===== config.mk =====
export PLATFORM = sky130hd
export DESIGN_NAME = trng_word_packer
export DESIGN_NICKNAME = d
export VERILOG_FILES = /design/src/rtl/trng_word_packer.sv
export SDC_FILE = /design/constraint.sdc
export NUM_CORES = 1
export LEC_CHECK = 0
export BUFFER_PORTS_ARGS = -buffer_cell sky130_fd_sc_hd__clkbuf_2
export CORE_AREA = 3 3 116 118
export DETAILED_ROUTE_END_ITERATION = 6
export DIE_AREA = 0 0 119 121
export PLACE_DENSITY = 0.76
export SLEW_MARGIN = 0
export SYNTH_ARGS = -nofsm -noshare
export SYNTH_HDL_FRONTEND = slang
export SYNTH_SLANG_ARGS = --single-unit

===== constraint.sdc =====
create_clock -name clk -period 3.9 [get_ports clk]
set_input_delay 0.585 -clock clk [delete_from_list [all_inputs] [get_ports clk]]
set_output_delay 0.585 -clock clk [all_outputs]
set_load 0.005 [all_outputs]

===== src/rtl/trng_word_packer.sv =====
// Packs raw entropy bits into WORD_W-bit words through an optional von Neumann debiaser into a FWFT word FIFO.
// Words appear one cycle after their last bit; a full FIFO drops new words (sticky overflow), total failure locks out until reset.
module trng_word_packer #(
    parameter int WORD_W     = 32,
    parameter int FIFO_DEPTH = 4,
    parameter int VN_EN      = 1
) (
    input  logic                          clk,
    input  logic                          rst_i,
    input  logic                          rnd_bit,
    input  logic                          bit_valid,
    input  logic                          ht_error,
    input  logic                          ht_total_failure,
    output logic [WORD_W-1:0]             word_data,
    output logic                          word_valid,
    input  logic                          word_ready,
    output logic [$clog2(FIFO_DEPTH):0]   fifo_level,
    output logic                          overflow,
    output logic                          alarm
);
    localparam int PTR_W = $clog2(FIFO_DEPTH);
    localparam int CNT_W = $clog2(WORD_W);

    logic [WORD_W-1:0] r_mem [FIFO_DEPTH];
    logic [PTR_W-1:0]  r_rd_ptr;
    logic [PTR_W-1:0]  r_wr_ptr;
    logic [PTR_W:0]    r_level;
    logic [CNT_W-1:0]  r_bit_cnt;
    logic [WORD_W-1:0] r_partial;
    logic              r_pending;
    logic              r_first;
    logic              r_overflow;
    logic              r_alarm;

    logic              w_qual;
    logic              w_discard;
    logic              w_emit;
    logic              w_emit_bit;
    logic [WORD_W-1:0] w_word;
    logic              w_done;
    logic              w_full;
    logic              w_pop;
    logic              w_push;
    logic              w_push_en;

    assign w_discard = bit_valid && ht_error && !r_alarm;
    assign w_qual    = bit_valid && !ht_error && !r_alarm;

    // Debiaser: the second sample of an unequal pair releases the first sample.
    always_comb begin
        w_emit     = 1'b0;
        w_emit_bit = rnd_bit;
        if (VN_EN == 0) begin
            w_emit = w_qual;
        end else begin
            w_emit     = w_qual && r_pending && (r_first != rnd_bit);
            w_emit_bit = r_first;
        end
    end

    always_comb begin
        w_word            = r_partial;
        w_word[r_bit_cnt] = w_emit_bit;
    end

    assign w_done     = w_emit && (r_bit_cnt == CNT_W'(WORD_W - 1));
    assign w_full     = (r_level == (PTR_W + 1)'(FIFO_DEPTH));
    assign word_valid = (r_level != '0) && !r_alarm;
    assign w_pop      = word_valid && word_ready;
    assign w_push     = w_done && (!w_full || w_pop);
    assign w_push_en  = w_push && !ht_total_failure && !rst_i;

    assign word_data  = word_valid ? r_mem[r_rd_ptr] : '0;
    assign fifo_level = r_level;
    assign overflow   = r_overflow;
    assign alarm      = r_alarm;

    always_ff @(posedge clk) begin
        if (w_push_en) begin
            r_mem[r_wr_ptr] <= w_word;
        end
    end

    always_ff @(posedge clk) begin
        if (rst_i) begin
            r_rd_ptr   <= '0;
            r_wr_ptr   <= '0;
            r_level    <= '0;
            r_bit_cnt  <= '0;
            r_partial  <= '0;
            r_pending  <= 1'b0;
            r_first    <= 1'b0;
            r_overflow <= 1'b0;
            r_alarm    <= 1'b0;
        end else if (!r_alarm) begin
            if (ht_total_failure) begin
                // Lockout wins over any same-cycle push or pop.
                r_alarm   <= 1'b1;
                r_rd_ptr  <= '0;
                r_wr_ptr  <= '0;
                r_level   <= '0;
                r_bit_cnt <= '0;
                r_partial <= '0;
                r_pending <= 1'b0;
            end else begin
                if (w_discard) begin
                    r_pending <= 1'b0;
                    r_bit_cnt <= '0;
                    r_partial <= '0;
                end else if (w_qual && (VN_EN != 0)) begin
                    r_pending <= !r_pending;
                    if (!r_pending) begin
                        r_first <= rnd_bit;
                    end
                end

                if (w_emit) begin
                    if (w_done) begin
                        r_bit_cnt <= '0;
                        r_partial <= '0;
                    end else begin
                        r_bit_cnt <= r_bit_cnt + 1'b1;
                        r_partial <= w_word;
                    end
                end

                if (w_done && !w_push) begin
                    r_overflow <= 1'b1;
                end
                if (w_push) begin
                    r_wr_ptr <= r_wr_ptr + 1'b1;
                end
                if (w_pop) begin
                    r_rd_ptr <= r_rd_ptr + 1'b1;
                end

                case ({w_push, w_pop})
                    2'b10:   r_level <= r_level + 1'b1;
                    2'b01:   r_level <= r_level - 1'b1;
                    default: r_level <= r_level;
                endcase
            end
        end
    end
endmodule


After elaboration in Yosys (flattened, before gate mapping):

Memories as Yosys holds them, arrays and structs flattened. A register that Yosys moved wholly into a read port is not among the register bits.
Cells that the tools add are included.

* flip-flop bits (word level): 48
* RAM bits: 128
* bits of input ports: 7
* output and inout bits: 38
* logic and storage cells: 88
* memories kept: 1

* add/subtract/negate cells: 5
* magnitude comparators: 2
* eq/ne operators: 5
* mux-type cells: 27
* bitwise operators: 4
* reductions and logical operators: 35

Memories
* r_mem: depth 4, width 32, read ports 1, clocked after memory_dff 1, wr ports 1, line 24 `logic [WORD_W-1:0] r_mem [FIFO_DEPTH];`

Operators with widths (number)
* $mux W32: 5
* $bwmux W32: 1
* $mux W5: 4
* $logic_and A1 B1 Y1: 14
* $mux W2: 6
* $reduce_bool A3 Y1: 4
* $reduce_and A2 Y1: 5
* $mux W1: 8
* $logic_not A1 Y1: 7
* $lt A5 B6 Y1 const B: 1
* $pmux W3 S2: 1
* $add A5 B1 Y5 const B: 1
* $demux W1 S5: 1
* $eq A5 B5 Y1 const B: 1
* $ge A5 B1 Y1 const B: 1
* $reduce_and A5 Y1: 1
* $add A2 B1 Y2 const B: 2
* $not A1 Y1: 4
* $reduce_bool A2 Y1: 2
* $add A3 B1 Y3 const B: 1
* $eq A3 B3 Y1 const B: 1
* $mux W3: 1
* $reduce_and A3 Y1: 1
* $sub A3 B1 Y3 const B: 1
* other kinds (4): 4

Longest topological paths before layout:

Gate-level depths: netlist (run 1).

* depth in word-level cells: 11
* gate-level depth with buffers: 12
* depth with buffers taken out: 12

Worst setup path before layout (run 1):

OpenSTA, ideal clock, no wires.

* kind: register to register
* start point: register r_bit_cnt[0]
* end point: memory r_mem[0][0] (enable)
* setup time: 0.392 ns
* arrival time: 2.458 ns
* required time: 3.508 ns
* path slack: 1.050 ns
* cell stages (with the launch flop): 9
* buffers on the path: 0
* period minus slack after synthesis: 2.850 ns
* path through: dfxtp_1 ha_1 and3_1 ha_1 and4bb_1 and3_1 nand2_1 nor3_1 and2_1

* cells in the longest elaborated chain, start to end: 7

Ends and longest elaborated chain
* start: declaration: line 28 `logic [CNT_W-1:0] r_bit_cnt;`
* start signal: assignment: line 122 `r_bit_cnt <= r_bit_cnt + 1'b1;`
* $eq A5 B5 Y1: line 66 `assign w_done = w_emit && (r_bit_cnt == CNT_W'(WORD_W - 1));`
* $logic_and A1 B1 Y1: line 66
* $logic_and A1 B1 Y1: line 70 `assign w_push = w_done && (!w_full || w_pop);`
* $logic_and A1 B1 Y1 (2 in series): line 71 `assign w_push_en = w_push && !ht_total_failure && !rst_i;`
* $mux W1: line 79 `if (w_push_en) begin`
* $mux W1 (not written as such): line 80 `r_mem[r_wr_ptr] <= w_word;`
* end: declaration: line 24

No other way between the ends.

Final worst setup path (run 1):

* start point: register r_bit_cnt[0]
* end point: register r_level[2] (netlist: fifo_level[2])

* cells in the longest elaborated chain, start to end: 6
* elaborated cells between the ends (all ways): 9
* those cells by class: eq/ne (3); mux (2); reduce/logical (4)

Ends and longest elaborated chain
* $eq A5 B5 Y1 (*): line 66
* $logic_and A1 B1 Y1 (*): line 66
* $logic_and A1 B1 Y1 (*): line 70
* $eq A2 B1 Y1 / $eq A2 B2 Y1 (equally long branches): line 137 `case ({w_push, w_pop})`
* $pmux W3 S2 / $reduce_bool A3 Y1 (equally long branches)
* $mux W3 / $reduce_and A2 Y1 (equally long branches)
* end signal: assignment: line 138 `2'b10: r_level <= r_level + 1'b1;`
* end signal: assignment: line 139 `2'b01: r_level <= r_level - 1'b1;`
* end signal: assignment: line 140 `default: r_level <= r_level;`
* end: declaration: line 27 `logic [PTR_W:0] r_level;`

Every way passes the cells marked *; elsewhere a longest branch is shown, timed or not.
A chain may end at the register's enable or synchronous reset.

==> impl_metrics.csv, run 1 <==
group,metric,value,unit
clocking,ctsResizeCount,0,
setup_path,crit_path_end_kind,"flip-flop",
finish,drive_above_1_share,0.281,
setup_path,cp_max_fo,6,
placement,place_hpwl,8.52,mm
routing,vias,4340,
power,switching_share,0.180,
clocking,cts_tree,"built",
yosys,yosysTopAreaCell,"edfxtp_1",
routing,routedWlPerCell,18.9,um
power,power.density,449,nW/um2
timing,period_needed,2.83,ns
yosys,syn_area,7500,um2
die,die_h,121,um
setup_path,arrival,3.15,ns
placement,dp_slack,1.10,ns
yosys,syn-mean-instance-area,14.6,um2
die,initial_core_util,0.597,
setup_path,worstReg2RegEnd,"fifo_level[2]",
finish,nFillCells,888,
grt,grt_max_degree,52,
yosys,yosys_warnings,0,
setup_path,crit_required,4.22,ns
die,fp.dieArea,14400,um2
yosys,ys_seq_area_frac,0.646,
timing,fin_ws,1.07,ns
hold_path,hp-class,"input pin to flip-flop",
clocking,holdBufCountCts,0,
clocking,clock-root-buffer,"clkbuf_16",
clocking,numCtsBuffers,17,
power,power.net_switching,689,uW
yosys,synthArstFlopShare,0,
grt,overflow,0,
yosys,ys_top_cells_by_count,"edfxtp_1, nor2_1, dfxtp_1",
yosys,ys_seq_elements,178,
clocking,clkLatencyLatePin,0.43,ns
timing,max_freq,354,MHz
power,p_int,3150,uW
yosys,synth_fp_nets,532,
routing,drt-initial-drc-count,305,
timing,period_share,0.725,
grt,track_usage,0.208,
die,rows,41,
setup_path,rr_startpoint,"r_bit_cnt[0]",
grt,grt_pass1_wl,22.9,mm
finish,instances_no_fill,745,
clocking,clkSinkCount,178,
status,status,"finished, final reports clean",
hold_path,min_path_cells,3,
yosys,synth_ff_type,"edfxtp_1",
yosys,synthTopCellsByArea,"edfxtp_1, dfxtp_1, mux4_2",
finish,areaGrowthSynthToFinish,14.0,%
placement,place_area,7910,um2
timing,final_hold_viol_count,0,
clocking,cts.clk_slew.worst_paths,0.06,ns
finish,diodes,0,
clocking,post-cts-setup-buffers,0,
setup_path,startpoint_type,"flip-flop",
timing,setup_viol,0,
timing,skew,0.0112,ns
routing,drtAntennaViolNets,0,
setup_path,reg2reg_slack,1.07,ns
power,clkPwrFrac,0.465,
yosys,synth-edff-count,128,
placement,port-buffer-count,44,
die,die_x,119,um
yosys,ys_types,40,
die,ios,45,
yosys,synth_top_area_share,0.512,
finish,final_nets,577,
clocking,clock_path_buffers,2,
clocking,htreeDepth,4,
timing,rsz0062_at_grt,"no",
placement,dp.cells,713,
setup_path,crit_type,"flip-flop to flip-flop",
power,combPwrFrac,0.013,
timing,slew_headroom,0.549,
timing,maxSlewViolCount,0,
die,core_area,12600,um2
routing,route.detailed.drc,0,
setup_path,r2r.worst_path.cells,12,
hold_path,min_to,"r_first",
timing,fin_tns_setup,0,ns
routing,routed_wl,14.1,mm
routing,drt_pass1_iterations,5,
timing,worstMarginPinSlew,0.676,ns
yosys,synth.most_common_cell,"edfxtp_1",
power,leakagePower,0.00319,uW
power,seqPwrFrac,0.523,
finish,design_area,8550,um2
power,ir_drop,0.301,mV
placement,place_congestion,0.790,
flow_run,cap_violations,0,
hold_path,min-delay-start,"rnd_bit",
grt,antenna_found_initial,0,
grt,grt_pass1_vias,4423,
yosys,syn_inst,515,
routing,viasPerCell,5.83,
## cell usage in the layout, fill, tap and decap left out, types with 3 or more instances in the layout
| master | synthesis | layout |
|---|---|---|
| dfxtp_1 | 50 | 49 |
| or3_1 | 4 | 4 |
| clkbuf_16 | 0 | 20 |
| and2_1 | 38 | 38 |
| buf_4 | 0 | 15 |
| clkinv_2 | 0 | 3 |
| a22oi_1 | 34 | 34 |
| a21oi_1 | 9 | 9 |
| edfxtp_1 | 128 | 128 |
| mux2i_1 | 3 | 3 |
| or2_2 | 4 | 4 |
| mux4_2 | 32 | 32 |
| nand2b_1 | 10 | 10 |
| nand2_1 | 6 | 6 |
| nand3_1 | 8 | 8 |
| inv_1 | 8 | 8 |
| nor3_1 | 6 | 6 |
| ha_1 | 9 | 9 |
| clkbuf_2 | 0 | 44 |
| o32ai_1 | 3 | 3 |
| mux2_2 | 32 | 32 |
| bufinv_16 | 0 | 3 |
| nor2_1 | 76 | 75 |
| o21ai_0 | 3 | 3 |
## through the flow
stage	util	hold WS (ns)	power, uW
6_report	0.680	0.469	3840
5_1_grt	0.680	0.500	3940
4_1_cts	0.680	0.464	3860
3_5_place_dp	0.629	0.476	2090
3_3_place_gp	0.629	0.458	2090
2_1_floorplan	-	0.458	2080
## layout make-up
| class | instances | area (um2) | share of cell area |
|---|---|---|---|
| Sequential cell | 178 | 4850 | 0.567 |
| Clock inverter | 9 | 120 | 0.0140 |
| Tap cell | 172 | 215 | 0.0252 |
| Timing Repair Buffer | 59 | 333 | 0.0389 |
| Inverter | 8 | 30.0 | 0.00351 |
| Multi-Input combinational cell | 296 | 2480 | 0.291 |
| Clock buffer | 23 | 522 | 0.0610 |
## cell families (layout without fill, tap and decap cells)
kind of cell,Yosys count,after routing,share of synthesized area
adders and majority gates,10,10,0.0177
buffers and inverters,41,99,0.0235
muxes,67,67,0.148
AOI/OAI and AO/OA,52,52,0.0480
xor gates and xnor gates,4,4,0.00567
DFF,178,178,0.646
and+or+nand+nor,163,163,0.111
## registers in the layout, summed over array words and instances, names as in the netlist, named ones only
register    flops
fifo_level      3
r_wr_ptr        2
overflow        1
r_pending       1
r_bit_cnt       5
alarm           1
r_mem         128
r_first         1
r_partial      32
r_rd_ptr        2
## critical path: stages (launching register included)
cell,delay [ns]
dfxtp_1,0.36
ha_1,0.30
and3_1,0.22
ha_1,0.19
and4bb_1,0.21
and3_1,0.19
nor2_1,0.20
inv_1,0.09
fa_1,0.37
xor2_1,0.16
nor3_1,0.14
a21oi_1,0.06
o32ai_1,0.24
## routing by layer
layer  GRT usage  vias up  wire length, um
met2       0.343      129             7050
li1            -     2015                -
met3      0.0517       22              744
met4      0.0891        0              317
met5           0        -                0
met1       0.265     2174             5980
## worst max-delay path by stage
stage                 start            end  slack, ns
2_1_floorplan  r_bit_cnt[0]    r_mem[0][0]       1.05
3_3_place_gp   r_bit_cnt[0]  fifo_level[2]       1.20
4_1_cts        r_bit_cnt[0]  fifo_level[2]       1.08
6_report       r_bit_cnt[0]  fifo_level[2]       1.07
3_5_place_dp   r_bit_cnt[0]  fifo_level[1]       1.10
5_1_grt        r_bit_cnt[0]  fifo_level[2]       0.89
## power by group through the flow
stage / Combinational (uW) / Sequential (uW) / Clock (uW)
after floorplan: 36.3 / 2040 / 0
after global placement: 46.5 / 2050 / 0
after detailed placement: 47.2 / 2050 / 0
after CTS: 47.5 / 2000 / 1810
after global routing: 52.6 / 2000 / 1880
final: 48.2 / 2010 / 1780
Note: power is estimated with default switching activity, not from simulation.
==> run 2, diff against run 1 <==
CORE_AREA = 3 3 122 124   (was 3 3 116 118)
DIE_AREA = 0 0 125 127   (was 0 0 119 121)
PLACE_DENSITY = 0.72   (was 0.76)
clock period = 2.3 ns   (was 3.9 ns; I/O delays follow)
==> impl_metrics.csv, run 2 (same netlist as run 1, synthesis figures left out) <==
group,metric,value,unit
routing,routed_wl,15.8,mm
timing,fin_ws,-0.0747,ns
power,power.density,700,nW/um2
clocking,cts.clk_slew.worst_paths,0.06,ns
hold_path,min-delay-start,"rnd_bit",
die,rows,43,
finish,max_flop_register,"r_mem",
power,clkPwrFrac,0.444,
clocking,cts_tree,"built",
flow_run,cap_violations,0,
hold_path,hp-class,"input pin to flip-flop",
finish,drive_above_1_share,0.333,
setup_path,cp_max_fo,2,
grt,grt_pass1_wl,24.7,mm
timing,max_freq,421,MHz
die,ios,45,
timing,setup_viol,104,
timing,final_hold_viol_count,0,
power,leakagePower,0.00335,uW
status,status,"finished with violations",
routing,drt-initial-drc-count,403,
power,combPwrFrac,0.014,
setup_path,startpoint_type,"flip-flop",
setup_path,crit_path_end_kind,"flip-flop",
power,switching_share,0.200,
placement,port-buffer-count,44,
hold_path,min_path_cells,3,
grt,antenna_found_initial,0,
finish,largest_reg_flops,128,
finish,final_util,0.645,
setup_path,rr_startpoint,"r_bit_cnt[0]",
setup_path,worstReg2RegEnd,"fifo_level[2]",
routing,routedWlPerCell,20.4,um
power,p_int,5010,uW
finish,diodes,0,
setup_path,crit_type,"flip-flop to flip-flop",
finish,largestRegisters,"r_mem x128, r_partial x32, r_bit_cnt x5",
clocking,htreeDepth,4,
grt,grt_pass1_vias,4711,
finish,areaGrowthSynthToFinish,19.4,%
timing,period_share,1.03,
die,fp.dieArea,15900,um2
placement,place_hpwl,9.55,mm
grt,overflow,0,
routing,drt_pass1_iterations,7,
power,power.net_switching,1250,uW
timing,slew_headroom,0.565,
die,initial_core_util,0.540,
setup_path,r2r.worst_path.cells,12,
die,die_h,127,um
die,die_x,125,um
power,seqPwrFrac,0.542,
finish,final_common_cell,"edfxtp_1",
setup_path,arrival,2.72,ns
finish,nFillCells,1029,
clocking,clkLatencyLatePin,0.43,ns
setup_path,reg2reg_slack,-0.07,ns
clocking,clock_path_buffers,2,
finish,design_area,8960,um2
timing,skew,0.00618,ns
clocking,clkSinkCount,178,
status,violations,"setup timing",
routing,drtAntennaViolNets,0,
setup_path,crit_required,2.64,ns
clocking,clock-root-buffer,"clkbuf_16",
timing,period_needed,2.37,ns
placement,place_congestion,0.826,
timing,worstMarginPinSlew,0.651,ns
finish,final_cell_mix,"edfxtp_1, nor2_1, dfxtp_1, clkbuf_2",
power,ir_drop,0.456,mV
hold_path,min_to,"r_first",
timing,maxSlewViolCount,0,
grt,track_usage,0.201,
die,core_area,13900,um2
finish,final_nets,598,
routing,route.detailed.drc,0,
routing,vias,4507,
clocking,numCtsBuffers,17,
placement,place_area,8210,um2
grt,grt_max_degree,44,
routing,viasPerCell,5.82,
timing,rsz0062_at_grt,"yes",
## run 2: timing repair
item,4_1_cts,5_1_grt
cloned,0,6
hold buffers,0,0
resized for setup,1,3
endpoints found under the hold margin,0,0
pin swaps,1,4
buffers inserted,0,2
setup endpoints to repair,163,162
## run 2: power by group through the flow
stage	combinational, uW	clock, uW	sequential (uW)
6_report	90.8	2780	3400
5_1_grt	98.6	2940	3390
4_1_cts	89.7	2790	3400
3_5_place_dp	89.5	0	3470
3_3_place_gp	86.8	0	3470
2_1_floorplan	61.9	0	3460
## run 2: layout make-up
type	count	area, um2	area share
flip-flops and latches	178	4850	0.542
multi-input cells	296	2560	0.286
repair buffers	80	721	0.0805
clock buffers	18	429	0.0479
well taps	180	225	0.0251
clock inverters	14	139	0.0155
inverters	8	30.0	0.00335
## run 2: how the worst max path moves through the flow
| stage | startpoint | endpoint | slack, ns | cells after the start |
|---|---|---|---|---|
| after floorplan | r_bit_cnt[0] | fifo_level[2] | -0.04 | 12 |
| after global placement | r_bit_cnt[0] | fifo_level[2] | -0.08 | 12 |
| after detailed placement | r_bit_cnt[0] | fifo_level[2] | -0.12 | 12 |
| after CTS | r_bit_cnt[0] | fifo_level[2] | -0.09 | 12 |
| after global routing | r_bit_cnt[0] | fifo_level[2] | -0.17 | 12 |
| final | r_bit_cnt[0] | fifo_level[2] | -0.07 | 12 |
## run 2: worst max-delay path, cell delays in order (launching register included)
cell and delay [ns]:
dfxtp_4 0.35, ha_4 0.15, and3_4 0.18, ha_4 0.15
and4bb_1 0.19, and3_4 0.18, nor2_4 0.11, inv_2 0.04
fa_2 0.33, xor2_1 0.19, buf_4 0.14, a21oi_1 0.06
o32ai_1 0.21
## run 2: through the flow
stage	worst slack, ns	power (uW)	instances	hold WS [ns]	TNS [ns]
4_1_cts	-0.0873	6280	766	0.225	-3.24
3_3_place_gp	-0.0816	3550	734	0.453	-0.0816
6_report	-0.0747	6270	774	0.234	-2.41
2_1_floorplan	-0.0382	3530	515	0.458	-0.0382
3_5_place_dp	-0.116	3550	734	0.467	-0.754
5_1_grt	-0.172	6430	774	0.271	-16.61
## run 2: layer usage
metal  track usage  up-vias  wire length (um)
met4        0.0759        0               272
met2         0.339      148              8040
li1              -     2047                 -
met1         0.252     2292              6590
met3        0.0518       20               870
met5             0        -                 0
